**src/rtl/lin_pkg.sv**
```systemverilog
// lin_pkg: shared definitions for the LIN byte receiver (and the lin_tx
// block that will follow it).
//   lin_state_e  : receive FSM states
//   lin_par_e    : parity-mode encoding for the PARITY_ODD parameter
//   VOTE_SAMPLES : samples per bit fed to the majority vote
//   smp_pt()     : oversample index of vote sample k, centred on the bit
package lin_pkg;

  typedef enum logic [2:0] {
    ST_IDLE,
    ST_START,
    ST_DATA,
    ST_PARITY,
    ST_STOP,
    ST_BREAK,
    ST_WAIT_HIGH
  } lin_state_e;

  typedef enum logic {
    PAR_EVEN = 1'b0,
    PAR_ODD  = 1'b1
  } lin_par_e;

  localparam int VOTE_SAMPLES = 3;

  // Samples sit at OSR/2-1, OSR/2, OSR/2+1 within the bit.
  function automatic int smp_pt(input int osr, input int k);
    return osr / 2 - 1 + k;
  endfunction

endpackage

```
**src/rtl/lin_os_tick.sv**
```systemverilog
// lin_os_tick: oversample tick generator and per-bit oversample counter.
//   clk, rst_n : clock, async active-low reset
//   baud_div   : clk cycles per oversample tick (0 behaves as 1)
//   align      : reload divider and clear oversample count (start edge)
//   smp_stb    : one-cycle strobes on the ticks of the vote samples
module lin_os_tick
  import lin_pkg::*;
#(
  parameter int OSR = 16
) (
  input  logic                    clk,
  input  logic                    rst_n,
  input  logic [15:0]             baud_div,
  input  logic                    align,
  output logic [VOTE_SAMPLES-1:0] smp_stb
);

  localparam int OSW = $clog2(OSR);

  logic [15:0]    div_q, div_d, reload;
  logic [OSW-1:0] os_q, os_d;
  logic           tick;

  always_comb begin
    reload = (baud_div == 16'd0) ? 16'd0 : baud_div - 16'd1;
    tick   = (div_q == 16'd0);
    div_d  = tick ? reload : div_q - 16'd1;
    os_d   = os_q;
    if (tick) os_d = (os_q == OSW'(OSR - 1)) ? '0 : os_q + 1'b1;
    // Restart bit phase from the start edge.
    if (align) begin
      div_d = reload;
      os_d  = '0;
    end
  end

  always_ff @(posedge clk or negedge rst_n) begin
    if (!rst_n) begin
      div_q <= '0;
      os_q  <= '0;
    end else begin
      div_q <= div_d;
      os_q  <= os_d;
    end
  end

  for (genvar k = 0; k < VOTE_SAMPLES; k++) begin : g_stb
    assign smp_stb[k] = tick & (os_q == OSW'(smp_pt(OSR, k)));
  end

endmodule

```
**src/rtl/lin_rx_os.sv**
```systemverilog
// lin_rx_os: LIN/UART byte receiver with its own oversampled bit timing,
// 3-sample majority vote, optional parity, stop check, break detection and
// a valid/ready output register with overrun reporting.
//   lin_rx_rtl            : raw pin (async, recessive 1)
//   baud_div, rx_en       : tick divider, receiver enable
//   rx_data_vld/rdy/data  : output handshake and character
//   rx_stop_err/par_err   : qualifiers of rx_data_vld
//   rx_overrun, rx_break  : one-cycle event pulses
//   rx_busy               : FSM not idle
module lin_rx_os
  import lin_pkg::*;
#(
  parameter int DATA_W     = 8,
  parameter int OSR        = 16,
  parameter bit PARITY_EN  = 1'b0,
  parameter bit PARITY_ODD = 1'b0,
  parameter int BREAK_BITS = 11
) (
  input  logic              clk,
  input  logic              rst_n,
  input  logic [15:0]       baud_div,
  input  logic              rx_en,
  input  logic              lin_rx_rtl,
  output logic              rx_data_vld,
  input  logic              rx_data_rdy,
  output logic [DATA_W-1:0] rx_data,
  output logic              rx_stop_err,
  output logic              rx_par_err,
  output logic              rx_overrun,
  output logic              rx_break,
  output logic              rx_busy
);

  lin_state_e              state_q, state_d;
  logic                    sync1_q, sync1_d, sync2_q, sync2_d, line_q, line_d;
  logic                    s0_q, s0_d, s1_q, s1_d;
  logic [3:0]              bit_cnt_q, bit_cnt_d;
  logic [DATA_W-1:0]       shift_q, shift_d;
  logic                    par_err_q, par_err_d, par_bit_q, par_bit_d;
  logic [7:0]              brk_cnt_q, brk_cnt_d;
  logic [DATA_W-1:0]       data_q, data_d;
  logic                    vld_q, vld_d, se_q, se_d, pe_q, pe_d;
  logic                    ovr_q, ovr_d, brk_q, brk_d;
  logic [VOTE_SAMPLES-1:0] smp_stb;
  logic                    fall, vote, bit_dec, align, acc;
  logic                    ld, ld_se, brk_hit;
  logic [DATA_W-1:0]       ld_data;

  lin_os_tick #(.OSR(OSR)) u_tick (
    .clk      (clk),
    .rst_n    (rst_n),
    .baud_div (baud_div),
    .align    (align),
    .smp_stb  (smp_stb)
  );

  // Synchroniser, edge detect and vote sample capture.
  always_comb begin
    sync1_d = lin_rx_rtl;
    sync2_d = sync1_q;
    line_d  = sync2_q;
    fall    = line_q & ~sync2_q;
    s0_d    = smp_stb[0] ? sync2_q : s0_q;
    s1_d    = smp_stb[1] ? sync2_q : s1_q;
    bit_dec = smp_stb[2];
    vote    = (s0_q & s1_q) | (s0_q & sync2_q) | (s1_q & sync2_q);
  end

  always_comb begin
    state_d   = state_q;
    bit_cnt_d = bit_cnt_q;
    shift_d   = shift_q;
    par_err_d = par_err_q;
    par_bit_d = par_bit_q;
    brk_cnt_d = brk_cnt_q;
    align     = 1'b0;
    ld        = 1'b0;
    ld_data   = shift_q;
    ld_se     = 1'b0;
    brk_hit   = 1'b0;
    unique case (state_q)
      ST_IDLE: if (rx_en && fall) begin
        state_d = ST_START;
        align   = 1'b1;
      end
      ST_START: if (bit_dec) begin
        if (vote) state_d = ST_IDLE;
        else begin
          state_d   = ST_DATA;
          bit_cnt_d = '0;
          par_err_d = 1'b0;
          par_bit_d = 1'b0;
        end
      end
      ST_DATA: if (bit_dec) begin
        shift_d   = {vote, shift_q[DATA_W-1:1]};
        bit_cnt_d = bit_cnt_q + 4'd1;
        if (bit_cnt_q == 4'(DATA_W - 1))
          state_d = PARITY_EN ? ST_PARITY : ST_STOP;
      end
      ST_PARITY: if (bit_dec) begin
        par_bit_d = vote;
        par_err_d = (^shift_q) ^ vote ^ (lin_par_e'(PARITY_ODD) == PAR_ODD);
        state_d   = ST_STOP;
      end
      ST_STOP: if (bit_dec) begin
        if (vote) begin
          ld      = 1'b1;
          state_d = ST_IDLE;
        end else if (shift_q == '0 && !(PARITY_EN && par_bit_q)) begin
          // Everything dominant so far: start + data + parity + stop.
          brk_cnt_d = 8'(2 + DATA_W + int'(PARITY_EN));
          state_d   = ST_BREAK;
        end else begin
          ld      = 1'b1;
          ld_se   = 1'b1;
          state_d = ST_WAIT_HIGH;
        end
      end
      ST_BREAK: if (bit_dec) begin
        if (!vote) begin
          brk_cnt_d = brk_cnt_q + 8'd1;
          if (brk_cnt_q + 8'd1 >= 8'(BREAK_BITS)) begin
            brk_hit = 1'b1;
            state_d = ST_WAIT_HIGH;
          end
        end else begin
          // Too short for a break: report as a zero char with framing error.
          ld      = 1'b1;
          ld_data = '0;
          ld_se   = 1'b1;
          state_d = ST_IDLE;
        end
      end
      ST_WAIT_HIGH: if (sync2_q) state_d = ST_IDLE;
      default: state_d = ST_IDLE;
    endcase
    if (!rx_en) begin
      state_d = ST_IDLE;
      ld      = 1'b0;
      brk_hit = 1'b0;
    end
  end

  // Output register: a new char may replace one accepted in the same cycle.
  always_comb begin
    acc    = vld_q & rx_data_rdy;
    data_d = data_q;
    se_d   = se_q;
    pe_d   = pe_q;
    vld_d  = vld_q & ~acc;
    ovr_d  = 1'b0;
    brk_d  = brk_hit;
    if (ld) begin
      if (!vld_q || acc) begin
        data_d = ld_data;
        se_d   = ld_se;
        pe_d   = par_err_q;
        vld_d  = 1'b1;
      end else begin
        ovr_d = 1'b1;
      end
    end
  end

  always_ff @(posedge clk or negedge rst_n) begin
    if (!rst_n) begin
      state_q   <= ST_IDLE;
      sync1_q   <= 1'b1;
      sync2_q   <= 1'b1;
      line_q    <= 1'b1;
      s0_q      <= 1'b1;
      s1_q      <= 1'b1;
      bit_cnt_q <= '0;
      shift_q   <= '0;
      par_err_q <= 1'b0;
      par_bit_q <= 1'b0;
      brk_cnt_q <= '0;
      data_q    <= '0;
      vld_q     <= 1'b0;
      se_q      <= 1'b0;
      pe_q      <= 1'b0;
      ovr_q     <= 1'b0;
      brk_q     <= 1'b0;
    end else begin
      state_q   <= state_d;
      sync1_q   <= sync1_d;
      sync2_q   <= sync2_d;
      line_q    <= line_d;
      s0_q      <= s0_d;
      s1_q      <= s1_d;
      bit_cnt_q <= bit_cnt_d;
      shift_q   <= shift_d;
      par_err_q <= par_err_d;
      par_bit_q <= par_bit_d;
      brk_cnt_q <= brk_cnt_d;
      data_q    <= data_d;
      vld_q     <= vld_d;
      se_q      <= se_d;
      pe_q      <= pe_d;
      ovr_q     <= ovr_d;
      brk_q     <= brk_d;
    end
  end

  assign rx_data_vld = vld_q;
  assign rx_data     = data_q;
  assign rx_stop_err = se_q;
  assign rx_par_err  = pe_q;
  assign rx_overrun  = ovr_q;
  assign rx_break    = brk_q;
  assign rx_busy     = (state_q != ST_IDLE);

endmodule

```
**config.mk**
```make
export PLATFORM = sky130hd
export DESIGN_NAME = lin_rx_os
export DESIGN_NICKNAME = d
export VERILOG_FILES = /design/src/rtl/lin_pkg.sv /design/src/rtl/lin_os_tick.sv /design/src/rtl/lin_rx_os.sv
export SDC_FILE = /design/constraint.sdc
export NUM_CORES = 1
export LEC_CHECK = 0
export ABC_AREA = 1
export CORE_ASPECT_RATIO = 2
export CORE_MARGIN = 2
export CORE_UTILIZATION = 60
export CTS_BUF_LIST = sky130_fd_sc_hd__clkbuf_2 sky130_fd_sc_hd__clkbuf_4 sky130_fd_sc_hd__clkbuf_8
export CTS_CLUSTER_SIZE = 8
export DETAILED_ROUTE_END_ITERATION = 8
export GPL_TIMING_DRIVEN = 0
export PLACE_DENSITY = 0.87
export SETUP_SLACK_MARGIN = 0.2
export SLEW_MARGIN = 20
export SYNTH_ARGS = -nofsm -noshare
export SYNTH_HDL_FRONTEND = slang
export SYNTH_SLANG_ARGS = --single-unit
```
**constraint.sdc**
```tcl
create_clock -name clk -period 2.2 [get_ports clk]
set_clock_uncertainty 0.05 [all_clocks]
set_input_delay 0.44 -clock clk [delete_from_list [all_inputs] [get_ports clk]]
set_output_delay 0.44 -clock clk [all_outputs]
set_load 0.02 [all_outputs]
```
==> qor.yml, run 1 <==
status: "finished, final reports clean"
critical-path-slowest-cell: "dfrtp_2"
gp_congestion: 0.845
fin_util_pct: 73.4
hold_class: "register to register"
yosysTopAreaCell: "dfrtp_1"
crit_required_ns: 1.71
crit_type: "register to output port"
synthXorXnorAreaFrac_pct: 5.69
cts_tree: "done"
synthSimpleGateAreaFrac_pct: 29.9
crit_start: "state_q[0]"
antenna_found_initial: 0
min_to: "line_d"
final_area_um2: 4590
placed_area_um2: 4320
cts_inserted_buffers: 9
cp_slowest_stage_delay_ns: 0.45
ys.warnings.count: 0
synth_compound_area_share_pct: 10.9
vias_per_cell: 5.32
layout-drive-gt1-share_pct: 16.0
worstReg2RegStart: "u_tick.div_q[0]"
nets: 585
synthCells: 499
nFillCells: 495
hpwl_mm: 6.30
syn-cell-area_um2: 3850
ios: 35
final_common_cell: "nand2_1"
relSlewSlack_pct: 68.6
drc: 0
layout_common_cells: "114 x nand2_1, 69 x inv_1, 54 x dfrtp_1"
reg2reg_depth: 11
diodes: 0
instances_no_fill: 642
cts-root-buf: "clkbuf_8"
grt_pass1_wl_mm: 13.8
die_area_um2: 7110
die_x_um: 60.7
grt_max_degree: 40
clkTransAtPathRegs_ns: 0.06
hold_ws_ns: 0.307
yosys.area_share.adder_pct: 4.22
die_h_um: 117
reg2reg_slack_ns: 0.32
r2r-end: "brk_cnt_q[1]"
power.leakage_uw: 0.00213
fin_crit_ns: 1.94
syn_nets: 533
rsz0062_at_grt: "yes"
overflow: 0
finalPower_uw: 3480
ys_types: 37
drv_cap: 0
clk_latency_ns: 0.34
worst_setup_path_end_kind: "output port"
cts_buffer_depth: 2
first_pass_iters: 4
period_share_pct: 88.0
core_um2: 6260
worstHoldPathCells: 0
synth_top_family_by_area: "simple AND/OR/NAND/NOR gates"
worst_pin_slew_ns: 0.466
crit_chain: "inv_2 > nand2_1 > nor2_2 > inv_1 > dlygate4sd2_1"
muxShareOfSynthArea_pct: 0
cts_sinks: 62
port_buffers: 34
powerDensity_nw_per_um2: 759
finalHoldViolations: 0
synth_area_leaders: "dfrtp_1 37%, nand2_1 11%, inv_1 6.7%, nand3_1 4.5%, nor2_1 4.3%"
drt_iter0_drc: 125
num_rows: 41
slew_violations: 0
path_max_fanout: 6
vias: 3416
grt_pass1_vias: 3410
ys_seq_area_share_pct: 40.4
antenna_left: 0
cts_htree_levels: 3
finalWirelength_mm: 8.11
area_growth_pct: 19.2
setup_viol_count_final: 0
place_inst: 620
floorplan.initialDensity_pct: 61.5
avgRoutedWirePerCell_um: 12.6
max_freq_mhz: 516
ir_drop_v: 0.000589
hold_start: "sync1_q"
avgSynthCellArea_um2: 7.72
synth-seq-cells: 62
track_usage_pct: 25.4
synth_top_area_share_pct: 37.0
cp.arrival_ns: 1.45
crit_path_start_kind: "register"
metal layers:
metal  vias to the layer above  track usage (%)  part of all wire [%]  routed length, um
met5                         -                0                     0                  0
met4                         0             17.0                   4.2                337
met3                        22             5.62                   2.8                227
met2                        78             46.4                    59               4750
met1                      1601             22.5                    34               2800
li1                       1715                -                     -                  -
synth_stat cells, drive strengths merged:
cell / n
ha: 13
nor2: 57
nand4: 15
and2: 1
buf: 5
dfrtp: 57
o22ai: 12
o21ai: 47
clkinv: 2
inv: 78
nand3: 39
xor2: 16
or2: 2
a211oi: 1
nand3b: 2
nor4: 1
xnor2: 9
dfstp: 5
nor3: 6
nand2: 120
a21oi: 11
cell type report:
class	count	area (um^2)	share of cell area, %
multi-input combinational	352	1990	43.4
clock inverter	1	5.00	0.109
buffer	5	43.8	0.954
timing repair buffer	41	402	8.75
clock buffer	15	175	3.82
tap	86	108	2.34
sequential	62	1560	34.0
inverter	80	305	6.65
sequential cells by signal, indices dropped and copies added, names as in the netlist, 3 cells and up:
signal        cells
u_tick.os_q       4
rx_data           8
state_q           3
brk_cnt_q         8
shift_q           8
u_tick.div_q     16
bit_cnt_q         4
worst max path at each step:
| stage | to | slack (ns) | cells past startpoint |
|---|---|---|---|
| 6_report | rx_busy | 0.26 | 5 |
| 5_1_grt | rx_busy | 0.15 | 5 |
| 4_1_cts | rx_busy | 0.20 | 5 |
| 3_5_place_dp | u_tick.div_q[8] | -0.26 | 9 |
| 3_3_place_gp | u_tick.os_q[0] | -1.23 | 1 |
| 2_1_floorplan | u_tick.div_q[8] | 0.48 | 8 |
kinds of logic (layout without fill, tap and decap cells):
logic type / count (synthesis) / after routing
adder cells (fa/ha/maj): 13 / 13
AND/OR/NAND/NOR: 243 / 243
flip-flops: 62 / 62
XOR/XNOR: 25 / 25
AO/OA/AOI/OAI: 71 / 71
buffers and inverters: 85 / 142
worst max-delay path, delay by kind of cell, from the launching register on:
| family | cells | cell delay (ns) |
|---|---|---|
| buffers and inverters | 3 | 0.46 |
| DFF | 1 | 0.45 |
| and+or+nand+nor | 2 | 0.19 |
timing repair:
action                     in CTS  in global routing
hold buffers                    1                  0
gates resized for setup         5                  9
cloned                          0                  1
hold endpoints to repair       23                  0
setup buffers                   0                  4
pin swaps                       0                  4
setup endpoints to repair      11                 18
power by group:
part	total [uW]	switching (uW)	internal [uW]	leakage [uW]
Combinational	1070	667	408	0.00123
Clock	909	408	502	0.0000988
Sequential	1500	177	1320	0.000801
through the flow:
step                      setup WS, ns  setup TNS [ns]
after floorplan                  0.485               0
after global placement           -1.23          -74.98
after detailed placement        -0.265           -2.86
after CTS                        0.197               0
after global routing             0.148               0
final                            0.264               0
Note: power is estimated with default switching activity, not from simulation.
==> inputs of run 2 (changes only) <==
--- a/config.mk
+++ b/config.mk
@@ -6,14 +6,17 @@
 export NUM_CORES = 1
 export LEC_CHECK = 0
 export ABC_AREA = 1
-export CORE_ASPECT_RATIO = 2
+export CELL_PAD_IN_SITES_DETAIL_PLACEMENT = 1
+export CELL_PAD_IN_SITES_GLOBAL_PLACEMENT = 2
+export CORE_ASPECT_RATIO = 1.4
 export CORE_MARGIN = 2
-export CORE_UTILIZATION = 60
+export CORE_UTILIZATION = 35
 export CTS_BUF_LIST = sky130_fd_sc_hd__clkbuf_2 sky130_fd_sc_hd__clkbuf_4 sky130_fd_sc_hd__clkbuf_8
 export CTS_CLUSTER_SIZE = 8
 export DETAILED_ROUTE_END_ITERATION = 8
 export GPL_TIMING_DRIVEN = 0
-export PLACE_DENSITY = 0.87
+export MAX_ROUTING_LAYER = met4
+export PLACE_DENSITY = 0.86
 export SETUP_SLACK_MARGIN = 0.2
 export SLEW_MARGIN = 20
 export SYNTH_ARGS = -nofsm -noshare
==> run 2 against run 1 <==
  * Sequential share of layout area fell by 1.0 points
  * Critical path type unchanged
  * Total power is 3.8% higher
  * Routed wire length grew 12%
  * Global-route usage shrank 8.5 points
  * Combinational power about the same
  * Largest power group unchanged
==> qor.yml, run 2 (synthesized netlist as in run 1, its figures left out) <==
nets: 588
final_area_um2: 4740
antenna_left: 0
crit_required_ns: 1.71
placed_area_um2: 4390
fin_crit_ns: 1.97
vias_per_cell: 4.84
layout-drive-gt1-share_pct: 17.2
die_area_um2: 11900
ir_drop_v: 0.000332
place_inst: 675
drv_cap: 0
track_usage_pct: 17.0
p_int_uw: 2320
hpwl_mm: 7.25
period_share_pct: 89.4
clk_latency_ns: 0.35
cts_sinks: 62
grt_pass1_wl_mm: 15.6
cts_htree_levels: 3
wl_met2_mm: 5.16
floorplan.initialDensity_pct: 35.6
layout_common_cells: "114 x nand2_1, 69 x inv_1, 53 x dfrtp_1"
top_register: "u_tick.div_q"
path_max_fanout: 6
instances_no_fill: 700
top_layer: "met4"
cts_buffer_depth: 2
num_rows: 45
final_common_cell: "nand2_1"
reg2reg_slack_ns: 0.36
rsz0062_at_grt: "yes"
area_growth_pct: 23.0
worst_setup_path_end_kind: "output port"
avgRoutedWirePerCell_um: 13.0
grt_max_degree: 37
cts_tree: "done"
status: "finished, final reports clean"
relSlewSlack_pct: 70.4
setup_viol_count_final: 0
vias: 3387
met1_length_mm: 3.54
hold_class: "register to register"
powerDensity_nw_per_um2: 764
slew_violations: 0
cts_inserted_buffers: 9
p_switching_uw: 1300
overflow: 0
worst_pin_slew_ns: 0.444
crit_type: "register to output port"
die_x_um: 92.7
clkTransAtPathRegs_ns: 0.07
port_buffers: 34
die_h_um: 128
max_freq_mhz: 508
cp.arrival_ns: 1.48
p_comb_share_pct: 30.2
drc: 0
p_sw_share_pct: 35.9
ios: 35
grt_pass1_vias: 3469
finalWirelength_mm: 9.11
crit_path_start_kind: "register"
crit_chain: "inv_2 > nand2_1 > nor2_2 > inv_1 > dlygate4sd2_1"
wl_met3_um: 219
drt_iter0_drc: 73
finalHoldViolations: 0
seqPwrFrac_pct: 41.4
cp_slowest_stage_delay_ns: 0.46
core_um2: 10800
gp_congestion: 0.789
diodes: 0
first_pass_iters: 4
p_clk_share_pct: 28.4
cts-root-buf: "clkbuf_8"
largest_reg_flops: 16
antenna_found_initial: 0
power.leakage_uw: 0.00217
finalPower_uw: 3620
critical-path-slowest-cell: "dfrtp_2"
-- run 2: worst paths after layout --
path,depth (start not counted),from,end
min in group asynchronous,2,rst_n,brk_cnt_q[4]
worst min register to register,0,sync1_q,line_d
worst max-delay path,5,state_q[0],rx_busy
worst max register to register,11,u_tick.div_q[0],brk_cnt_q[1]
max in group asynchronous,3,rst_n,u_tick.div_q[13]
worst min-delay path,0,sync1_q,line_d
-- run 2: area by class of cell --
class                   count  area (um^2)
plain buffers               5         43.8
clock buffers              12          153
clock inverters             4         47.5
fillers                  1350         6070
inverters                  80          308
multi-input cells         352         2020
flip-flops and latches     62         1560
well taps                 141          176
repair buffers             44          430
-- run 2: repair_timing --
action                                  in CTS  in global routing
cloned                                       0                  1
endpoints found under the setup margin      15                 24
gates resized for setup                      5                 19
hold endpoints to repair                    21                  0
hold buffers                                 1                  0
pin swaps                                    0                  2
buffers inserted                             0                  7
-- run 2: layer usage --
layer | up-vias | GRT usage, %
li1 | 1715 | -
met1 | 1612 | 17.0
met2 | 46 | 32.2
met3 | 14 | 2.88
met4 | 0 | 7.09
met5 | - | -
-- run 2: power by group through the flow --
stage | Clock, uW | Combinational, uW | Sequential (uW)
after detailed placement | 0 | 1070 | 1520
after CTS | 1060 | 1070 | 1490
final | 1030 | 1090 | 1500
after global routing | 1110 | 1250 | 1520
after global placement | 0 | 1040 | 1510
after floorplan | 0 | 786 | 1470
-- run 2: stage by stage --
step / TNS [ns] / util [%] / setup slack [ns] / hold slack (ns)
3_3_place_gp: -91.45 / 40.4 / -1.49 / 0.297
6_report: 0 / 43.8 / 0.233 / 0.306
4_1_cts: 0 / 42.7 / 0.146 / 0.308
3_5_place_dp: -3.87 / 40.6 / -0.316 / 0.298
5_1_grt: 0 / 43.8 / 0.158 / 0.310
2_1_floorplan: 0 / - / 0.485 / 0.0944
-- run 2: worst max-delay path: cells and delay by family, from the launching register on --
family / cells / cell delay, ns
buf+inv: 3 / 0.47
flops: 1 / 0.46
simple gates: 2 / 0.20
